--- src/rtl/vga_sync_gen.sv ---
// Parametrised VGA raster timing generator with integer pixel-clock divider.
// Define VGA_FRAME_COUNT_EN to build the completed-frame counter; otherwise frame_count is 0.
module vga_sync_gen #(
  parameter int H_ACTIVE   = 640,
  parameter int H_FP       = 16,
  parameter int H_SYNC     = 96,
  parameter int H_BP       = 48,
  parameter int V_ACTIVE   = 480,
  parameter int V_FP       = 10,
  parameter int V_SYNC     = 2,
  parameter int V_BP       = 33,
  parameter int H_SYNC_POL = 0,
  parameter int V_SYNC_POL = 0,
  parameter int CLK_DIV    = 1,
  parameter int FRAME_W    = 8,
  localparam int H_TOTAL   = H_ACTIVE + H_FP + H_SYNC + H_BP,
  localparam int V_TOTAL   = V_ACTIVE + V_FP + V_SYNC + V_BP,
  localparam int HW        = $clog2(H_TOTAL),
  localparam int VW        = $clog2(V_TOTAL)
) (
  input  logic               clk,
  input  logic               rst_n,
  output logic [HW-1:0]      hpos,
  output logic [VW-1:0]      vpos,
  output logic               hsync,
  output logic               vsync,
  output logic               display_on,
  output logic               pix_tick,
  output logic               line_start,
  output logic               frame_start,
  output logic [FRAME_W-1:0] frame_count
);

  localparam int DW = (CLK_DIV > 1) ? $clog2(CLK_DIV) : 1;
  localparam logic [DW-1:0] DIV_LAST = DW'(CLK_DIV - 1);
  localparam logic [HW-1:0] H_LAST   = HW'(H_TOTAL - 1);
  localparam logic [VW-1:0] V_LAST   = VW'(V_TOTAL - 1);
  localparam logic HS_ON = (H_SYNC_POL != 0);
  localparam logic VS_ON = (V_SYNC_POL != 0);
  localparam int HS_START = H_ACTIVE + H_FP;
  localparam int HS_END   = HS_START + H_SYNC - 1;
  localparam int VS_START = V_ACTIVE + V_FP;
  localparam int VS_END   = VS_START + V_SYNC - 1;

  logic [DW-1:0] div_q, div_d;
  logic [HW-1:0] hpos_q, hpos_d;
  logic [VW-1:0] vpos_q, vpos_d;
  logic          hsync_q, hsync_d;
  logic          vsync_q, vsync_d;
  logic          display_on_q, display_on_d;
  logic          line_start_q, line_start_d;
  logic          frame_start_q, frame_start_d;

  assign pix_tick = (div_q == DIV_LAST);

  // Flag outputs are decoded from the next position so they line up with hpos/vpos.
  always_comb begin
    div_d  = pix_tick ? '0 : div_q + 1'b1;
    hpos_d = hpos_q;
    vpos_d = vpos_q;
    if (pix_tick) begin
      if (hpos_q == H_LAST) begin
        hpos_d = '0;
        vpos_d = (vpos_q == V_LAST) ? '0 : vpos_q + 1'b1;
      end else begin
        hpos_d = hpos_q + 1'b1;
      end
    end
    hsync_d = ((int'(hpos_d) >= HS_START) && (int'(hpos_d) <= HS_END)) ? HS_ON : ~HS_ON;
    vsync_d = ((int'(vpos_d) >= VS_START) && (int'(vpos_d) <= VS_END)) ? VS_ON : ~VS_ON;
    display_on_d  = (int'(hpos_d) < H_ACTIVE) && (int'(vpos_d) < V_ACTIVE);
    // Gating with pix_tick keeps the strobes one clock wide when CLK_DIV > 1.
    line_start_d  = pix_tick && (hpos_d == '0);
    frame_start_d = line_start_d && (vpos_d == '0);
  end

  always_ff @(posedge clk or negedge rst_n) begin
    if (!rst_n) begin
      div_q         <= '0;
      hpos_q        <= H_LAST;
      vpos_q        <= V_LAST;
      hsync_q       <= ~HS_ON;
      vsync_q       <= ~VS_ON;
      display_on_q  <= 1'b0;
      line_start_q  <= 1'b0;
      frame_start_q <= 1'b0;
    end else begin
      div_q         <= div_d;
      hpos_q        <= hpos_d;
      vpos_q        <= vpos_d;
      hsync_q       <= hsync_d;
      vsync_q       <= vsync_d;
      display_on_q  <= display_on_d;
      line_start_q  <= line_start_d;
      frame_start_q <= frame_start_d;
    end
  end

  assign hpos        = hpos_q;
  assign vpos        = vpos_q;
  assign hsync       = hsync_q;
  assign vsync       = vsync_q;
  assign display_on  = display_on_q;
  assign line_start  = line_start_q;
  assign frame_start = frame_start_q;

`ifdef VGA_FRAME_COUNT_EN
  logic [FRAME_W-1:0] frame_count_q, frame_count_d;
  logic               armed_q, armed_d;

  // The first frame_start after reset opens frame 0 and is not a completed frame.
  always_comb begin
    armed_d       = armed_q | frame_start_d;
    frame_count_d = (frame_start_d && armed_q) ? frame_count_q + 1'b1 : frame_count_q;
  end

  always_ff @(posedge clk or negedge rst_n) begin
    if (!rst_n) begin
      frame_count_q <= '0;
      armed_q       <= 1'b0;
    end else begin
      frame_count_q <= frame_count_d;
      armed_q       <= armed_d;
    end
  end

  assign frame_count = frame_count_q;
`else
  assign frame_count = '0;
`endif

endmodule

--- config.mk ---
export PLATFORM = sky130hd
export DESIGN_NAME = vga_sync_gen
export DESIGN_NICKNAME = d
export VERILOG_FILES = /design/src/rtl/vga_sync_gen.sv
export SDC_FILE = /design/constraint.sdc
export NUM_CORES = 1
export LEC_CHECK = 0
export ABC_AREA = 1
export CAP_MARGIN = 20
export CORE_MARGIN = 1.5
export CORE_UTILIZATION = 50
export CTS_BUF_LIST = sky130_fd_sc_hd__clkbuf_16
export DETAILED_ROUTE_END_ITERATION = 8
export PLACE_DENSITY = 0.79
export REMOVE_ABC_BUFFERS = 1
export SLEW_MARGIN = 10
export SYNTH_ARGS = -nofsm -noshare
export SYNTH_HDL_FRONTEND = slang
export SYNTH_SLANG_ARGS = --single-unit
--- constraint.sdc ---
create_clock -name clk -period 2.05 [get_ports clk]
set_input_delay 0.3075 -clock clk [delete_from_list [all_inputs] [get_ports clk]]
set_output_delay 0.3075 -clock clk [all_outputs]
set_load 0.02 [all_outputs]
==> impl_metrics.py, run 1 <==
metrics = {
    "route": {
        "firstDrtPassIters": 4,
        "drc": 0,
        "antenna_left": 0,
        "vias": 1466,
        "drt-total-wl_um": 3610,
        "drtIter0Drc": 63,
        "vias_per_cell": 4.94,
        "wl_per_cell_um": 12.2,
    },
    "flow_run": {
        "maxCapViolations": 0,
    },
    "synth": {
        "synth-seq-cells": 25,
        "yosysWarnings": 0,
        "seq_area_frac_synth": 0.398,
        "netlist_area_sq_um": 1610,
        "synthCells": 221,
        "synth_top_cell_area_share": 0.202,
        "netlist_top_cells_area": "dfrtp_1 20%, dfstp_2 20%, nand2_1 13%",
        "synth_edf_count": 0,
        "synth_common_cells": "57 x nand2_1, 36 x inv_1, 32 x nor2_1, 23 x nand3_1, 13 x dfrtp_1",
        "avgSynthCellArea_sq_um": 7.29,
        "synth-async-reset-ratio": 1.00,
        "synth_top_cell_by_area": "dfrtp_1",
        "yosysUniqueCellTypes": 26,
        "synth_ff_type": "dfrtp_1",
        "synth_most_common_cell": "nand2_1",
    },
    "sta": {
        "drv_slew": 0,
        "max_freq_mhz": 514,
        "period_needed_ns": 1.95,
        "hold_viol_final": 0,
        "finClkSkew_ns": 0.00294,
        "setup_slack_ns": 0.103,
        "setup_tns_ns": 0,
        "setup_viol_count_final": 0,
        "fin_crit_sh": 0.950,
    },
    "power_and_ir_drop": {
        "powerDensity_nw_per_um2": 480,
        "total_power_uw": 956,
        "leakagePower_uw": 0.00107,
        "ir_drop_mv": 0.368,
    },
    "worst_setup_path": {
        "worstSetupEndpointType": "flop",
        "cp_max_fo": 7,
        "path_cells": "ha_1 -> nand4_1 -> nor2_4 -> buf_4 -> nand3_1 -> nand2_1 -> inv_1 -> nand2_1 -> nor2_1 -> nand3_1 -> nor2_1",
        "slowest_delay_ns": 0.56,
        "worstPathArrival_ns": 2.10,
        "cpMaxStageDelayCell": "dfstp_2",
        "cp_top_family": "simple AND/OR/NAND/NOR gates",
        "crit_type": "reg2reg",
        "cp.buffers_inverters": 2,
        "start_kind": "flop",
        "cp_data_required_time_ns": 2.21,
    },
    "cts": {
        "cts_setup_buffers": 0,
        "cts_root_buf": "clkbuf_16",
        "holdBufCountCts": 0,
        "cts_max_path_buffers": 2,
        "h-tree-depth": 1,
        "cts_resized": 0,
        "path_clk_slew_ns": 0.06,
        "cts_tree": "built",
        "clock_latency_ns": 0.26,
        "cts_buffers": 3,
        "clock_sinks": 25,
    },
    "finish": {
        "fillers": 279,
        "diodes": 0,
        "layout.cells.non_filler": 297,
        "drive_above_1_share": 0.130,
        "areaGrowthSynthToFinish_pct": 23.8,
        "layout.nets": 260,
        "final_util": 0.653,
    },
    "floorplan": {
        "ios": 36,
        "start_util": 0.527,
        "fp.dieArea_sq_um": 3570,
        "die_x_um": 59.8,
        "fp-row-count": 20,
        "core_area_sq_um": 3050,
        "die_h_um": 59.8,
    },
    "global_route": {
        "antenna_found_initial": 0,
        "grt_use_total": 0.223,
        "grt_pass1_vias": 1311,
        "grt_pass1_wl_um": 5860,
        "gr-total-overflow": 0,
        "grt_max_degree": 26,
    },
    "placed_design": {
        "place.gp.congestion": 1.01,
        "pre_cts_ws_ns": 0.109,
        "port_buffers": 26,
        "hpwl_um": 2760,
        "dp.cells": 292,
    },
    "run_status": {
        "status": "finished clean",
    },
    "hold_path": {
        "hp-class": "in2async",
    },
}
[final cells by class]
| cell class | instances | area [sq um] | area share |
|---|---|---|---|
| inverters | 38 | 143 | 0.0716 |
| well taps | 44 | 55.1 | 0.0276 |
| repair buffers | 30 | 290 | 0.146 |
| clock buffers | 3 | 75.1 | 0.0377 |
| flip-flops and latches | 25 | 641 | 0.321 |
| multi-input cells | 156 | 786 | 0.394 |
| clock inverters | 1 | 3.75 | 0.00188 |
[placed cells by master, fill, tap and decap left out]
master / instances
inv_1: 37
nor3_1: 4
o21ai_0: 1
dfstp_2: 12
clkbuf_16: 3
buf_4: 4
xnor2_1: 1
ha_1: 4
dfrtp_1: 13
o21ai_1: 1
nor2_2: 1
nor2_8: 1
xor2_1: 2
nand3_4: 1
nand2_1: 57
nand3_1: 23
conb_1: 9
nor2_1: 32
xor2_2: 1
a31o_2: 1
nor2_4: 3
clkdlybuf4s50_1: 26
inv_2: 2
nand2_2: 3
o211ai_1: 1
nand3_2: 1
nand4_1: 8
o21bai_1: 1
[routing by layer]
metal	global-route usage	wire, um	part of all wire
met1	0.317	1680	0.47
met2	0.348	1710	0.47
met3	0.0281	171	0.047
met4	0.0794	51	0.014
met5	0	0	0
[worst paths after layout]
path | end | from | slack [ns] | depth (start not counted)
min in group clk | vpos[9]$_DFF_PN1_ | vpos[9]$_DFF_PN1_ | 0.56 | 2
worst max-delay path | frame_start$_DFF_PN0_ | hpos[1]$_DFF_PN1_ | 0.10 | 11
worst min-delay path | hpos[7]$_DFF_PN0_ | rst_n | 0.40 | 2
worst max register to register | frame_start$_DFF_PN0_ | hpos[1]$_DFF_PN1_ | 0.10 | 11
max in group asynchronous | vpos[3]$_DFF_PN1_ | rst_n | 1.36 | 2
worst min register to register | vpos[9]$_DFF_PN1_ | vpos[9]$_DFF_PN1_ | 0.56 | 2
[power by group]
group	internal, uW	switching, uW	total (uW)
registers	495	0	495
logic	2.91	23.7	26.6
clock network	261	174	435
total	759	198	956
[sequential cells by signal, indices dropped and copies added (netlist names)]
name,cells
display_on,1
vsync,1
hsync,1
line_start,1
frame_start,1
hpos,10
vpos,10
[metrics by stage]
step,hold WS [ns],instance area (sq um)
finish,0.401,1990
global route,0.435,1990
CTS,0.412,1990
detailed placement,0.556,1910
global placement,0.555,1910
floorplan,0.0119,1570
[kinds of logic after synthesis]
kind of cell	synth area share
xor gates and xnor gates	0.0264
DFF	0.398
adders and majority gates	0.0311
AOI/OAI and AO/OA	0.0210
other	0.00466
buffers and inverters	0.131
and+or+nand+nor	0.389
No activity file was read; power rests on OpenSTA's default activity.
==> run 2, diff against run 1 <==
- CELL_PAD_IN_SITES_DETAIL_PLACEMENT: default -> 1
- CELL_PAD_IN_SITES_GLOBAL_PLACEMENT: default -> 1
- CORE_UTILIZATION: 50 -> 36
- PLACE_DENSITY: 0.79 -> 0.77
==> run 2 against run 1 <==
  * Combinational power rose by 2%
  * Largest cell class unchanged
  * Worst hold slack improved by 0.010 ns
  * Final cell count rose by 2.7%
  * Sequential share of layout area fell by 0.57 points
  * Cell area rose by 1.8%
  * Worst setup slack improved by 0.031 ns
  * Clock-buffer cell count did not move
==> impl_metrics.py, run 2 (synthesis results as in run 1) <==
metrics = {
    "run_status": {
        "status": "finished clean",
    },
    "global_route": {
        "antenna_found_initial": 0,
        "grt_max_degree": 26,
        "grt_pass1_wl_um": 7180,
        "grt_pass1_vias": 1478,
        "gr-total-overflow": 0,
        "grt_use_total": 0.184,
    },
    "cts": {
        "cts_buffers": 3,
        "cts_root_buf": "clkbuf_16",
        "cts_max_path_buffers": 2,
        "clock_latency_ns": 0.26,
        "cts_tree": "built",
        "path_clk_slew_ns": 0.07,
        "h-tree-depth": 1,
        "clock_sinks": 25,
    },
    "worst_setup_path": {
        "start_kind": "flop",
        "crit_type": "reg2reg",
        "worstSetupEndpointType": "flop",
        "reg2reg_depth": 10,
        "worstPathArrival_ns": 2.07,
        "reg2reg_slack_ns": 0.13,
        "cp_max_fo": 7,
        "r2r_start": "hpos[1]$_DFF_PN1_",
        "cp_data_required_time_ns": 2.21,
        "r2r-end": "display_on$_DFF_PN0_",
    },
    "route": {
        "drtIter0Drc": 60,
        "drt-total-wl_um": 4390,
        "vias": 1468,
        "vias_per_cell": 4.81,
        "wl_per_cell_um": 14.4,
        "drc": 0,
        "firstDrtPassIters": 4,
        "antenna_left": 0,
    },
    "sta": {
        "period_needed_ns": 1.92,
        "max_freq_mhz": 522,
        "drv_slew": 0,
        "hold_viol_final": 0,
        "fin_crit_sh": 0.934,
        "setup_tns_ns": 0,
        "setup_slack_ns": 0.134,
        "setup_viol_count_final": 0,
        "finClkSkew_ns": 0.00236,
    },
    "finish": {
        "diodes": 0,
        "drive_above_1_share": 0.146,
        "final_area_sq_um": 2030,
        "layout.nets": 260,
        "areaGrowthSynthToFinish_pct": 26.0,
        "final_common_cell": "nand2_1",
        "layout.cells.non_filler": 305,
        "layout_common_cells": "57 x nand2_1, 36 x inv_1, 32 x nor2_1",
    },
    "hold_path": {
        "hp-class": "in2async",
    },
    "placed_design": {
        "place.gp.congestion": 0.902,
        "pre_cts_ws_ns": 0.0158,
        "dp.cells": 300,
        "port_buffers": 26,
        "place_area_sq_um": 1920,
        "hpwl_um": 3350,
    },
    "power_and_ir_drop": {
        "total_power_uw": 972,
        "leakagePower_uw": 0.00106,
        "ir_drop_mv": 0.322,
        "powerDensity_nw_per_um2": 479,
    },
    "floorplan": {
        "fp-row-count": 24,
        "fp.dieArea_sq_um": 4880,
        "die_x_um": 69.9,
        "start_util": 0.372,
        "die_h_um": 69.9,
        "ios": 36,
        "core_area_sq_um": 4320,
    },
    "flow_run": {
        "maxCapViolations": 0,
    },
}
==> run 2: changes by cell type in the layout (fill, tap and decap cells not counted) <==
cell / change
ha_4: +1
nand3_2: +2
clkinvlp_4: +1
nand3_1: -2
inv_1: -1
ha_1: -1
==> run 2: how the worst max path moves through the flow <==
stage	from	end	slack, ns
floorplan	hpos[0]$_DFF_PN1_	display_on$_DFF_PN0_	0.16
global placement	hpos[1]$_DFF_PN1_	display_on$_DFF_PN0_	0.11
detailed placement	hpos[1]$_DFF_PN1_	display_on$_DFF_PN0_	0.02
CTS	hpos[1]$_DFF_PN1_	display_on$_DFF_PN0_	0.02
global route	hpos[1]$_DFF_PN1_	frame_start$_DFF_PN0_	-0.004
finish	hpos[1]$_DFF_PN1_	display_on$_DFF_PN0_	0.13
==> run 2: routing by layer <==
metal | routed length (um) | track usage | part of all wire | up-vias
met4 | 32 | 0.0385 | 0.0073 | 0
met3 | 122 | 0.0188 | 0.028 | 4
met1 | 2030 | 0.246 | 0.46 | 711
li1 | - | - | - | 727
met2 | 2210 | 0.323 | 0.50 | 26
met5 | 0 | 0 | 0 | -
==> run 2: where the power goes <==
part | internal [uW] | switching (uW) | total (uW)
combinational | 2.91 | 24.3 | 27.2
clock | 265 | 185 | 450
sequential | 494 | 0 | 494
==> run 2: repair_timing <==
action,4_1_cts,5_1_grt
hold buffers,0,0
buffers inserted,0,1
endpoints found under the setup margin,0,5
resized for setup,0,4
==> run 2: layout make-up <==
class | instances | area, sq um
clock buffers | 3 | 75.1
multi-input cells | 156 | 808
well taps | 52 | 65.1
clock inverters | 1 | 7.51
inverters | 38 | 143
fillers | 558 | 2290
repair buffers | 30 | 290
flip-flops and latches | 25 | 641
==> run 2: through the flow <==
stage / hold slack (ns) / util
floorplan: 0.0119 / -
global placement: 0.557 / 0.443
detailed placement: 0.555 / 0.443
CTS: 0.426 / 0.462
global route: 0.436 / 0.469
finish: 0.412 / 0.469
==> run 2: critical path, stage by stage, from the launching register on <==
cell and delay, ns:
dfstp_2 0.58, ha_4 0.16, nand4_1 0.20, nor2_4 0.26, nand2_1 0.08, nand2_1 0.07
nand2_1 0.10, nor2_1 0.15, nand3_2 0.09, nand2_1 0.07, nor2_1 0.04
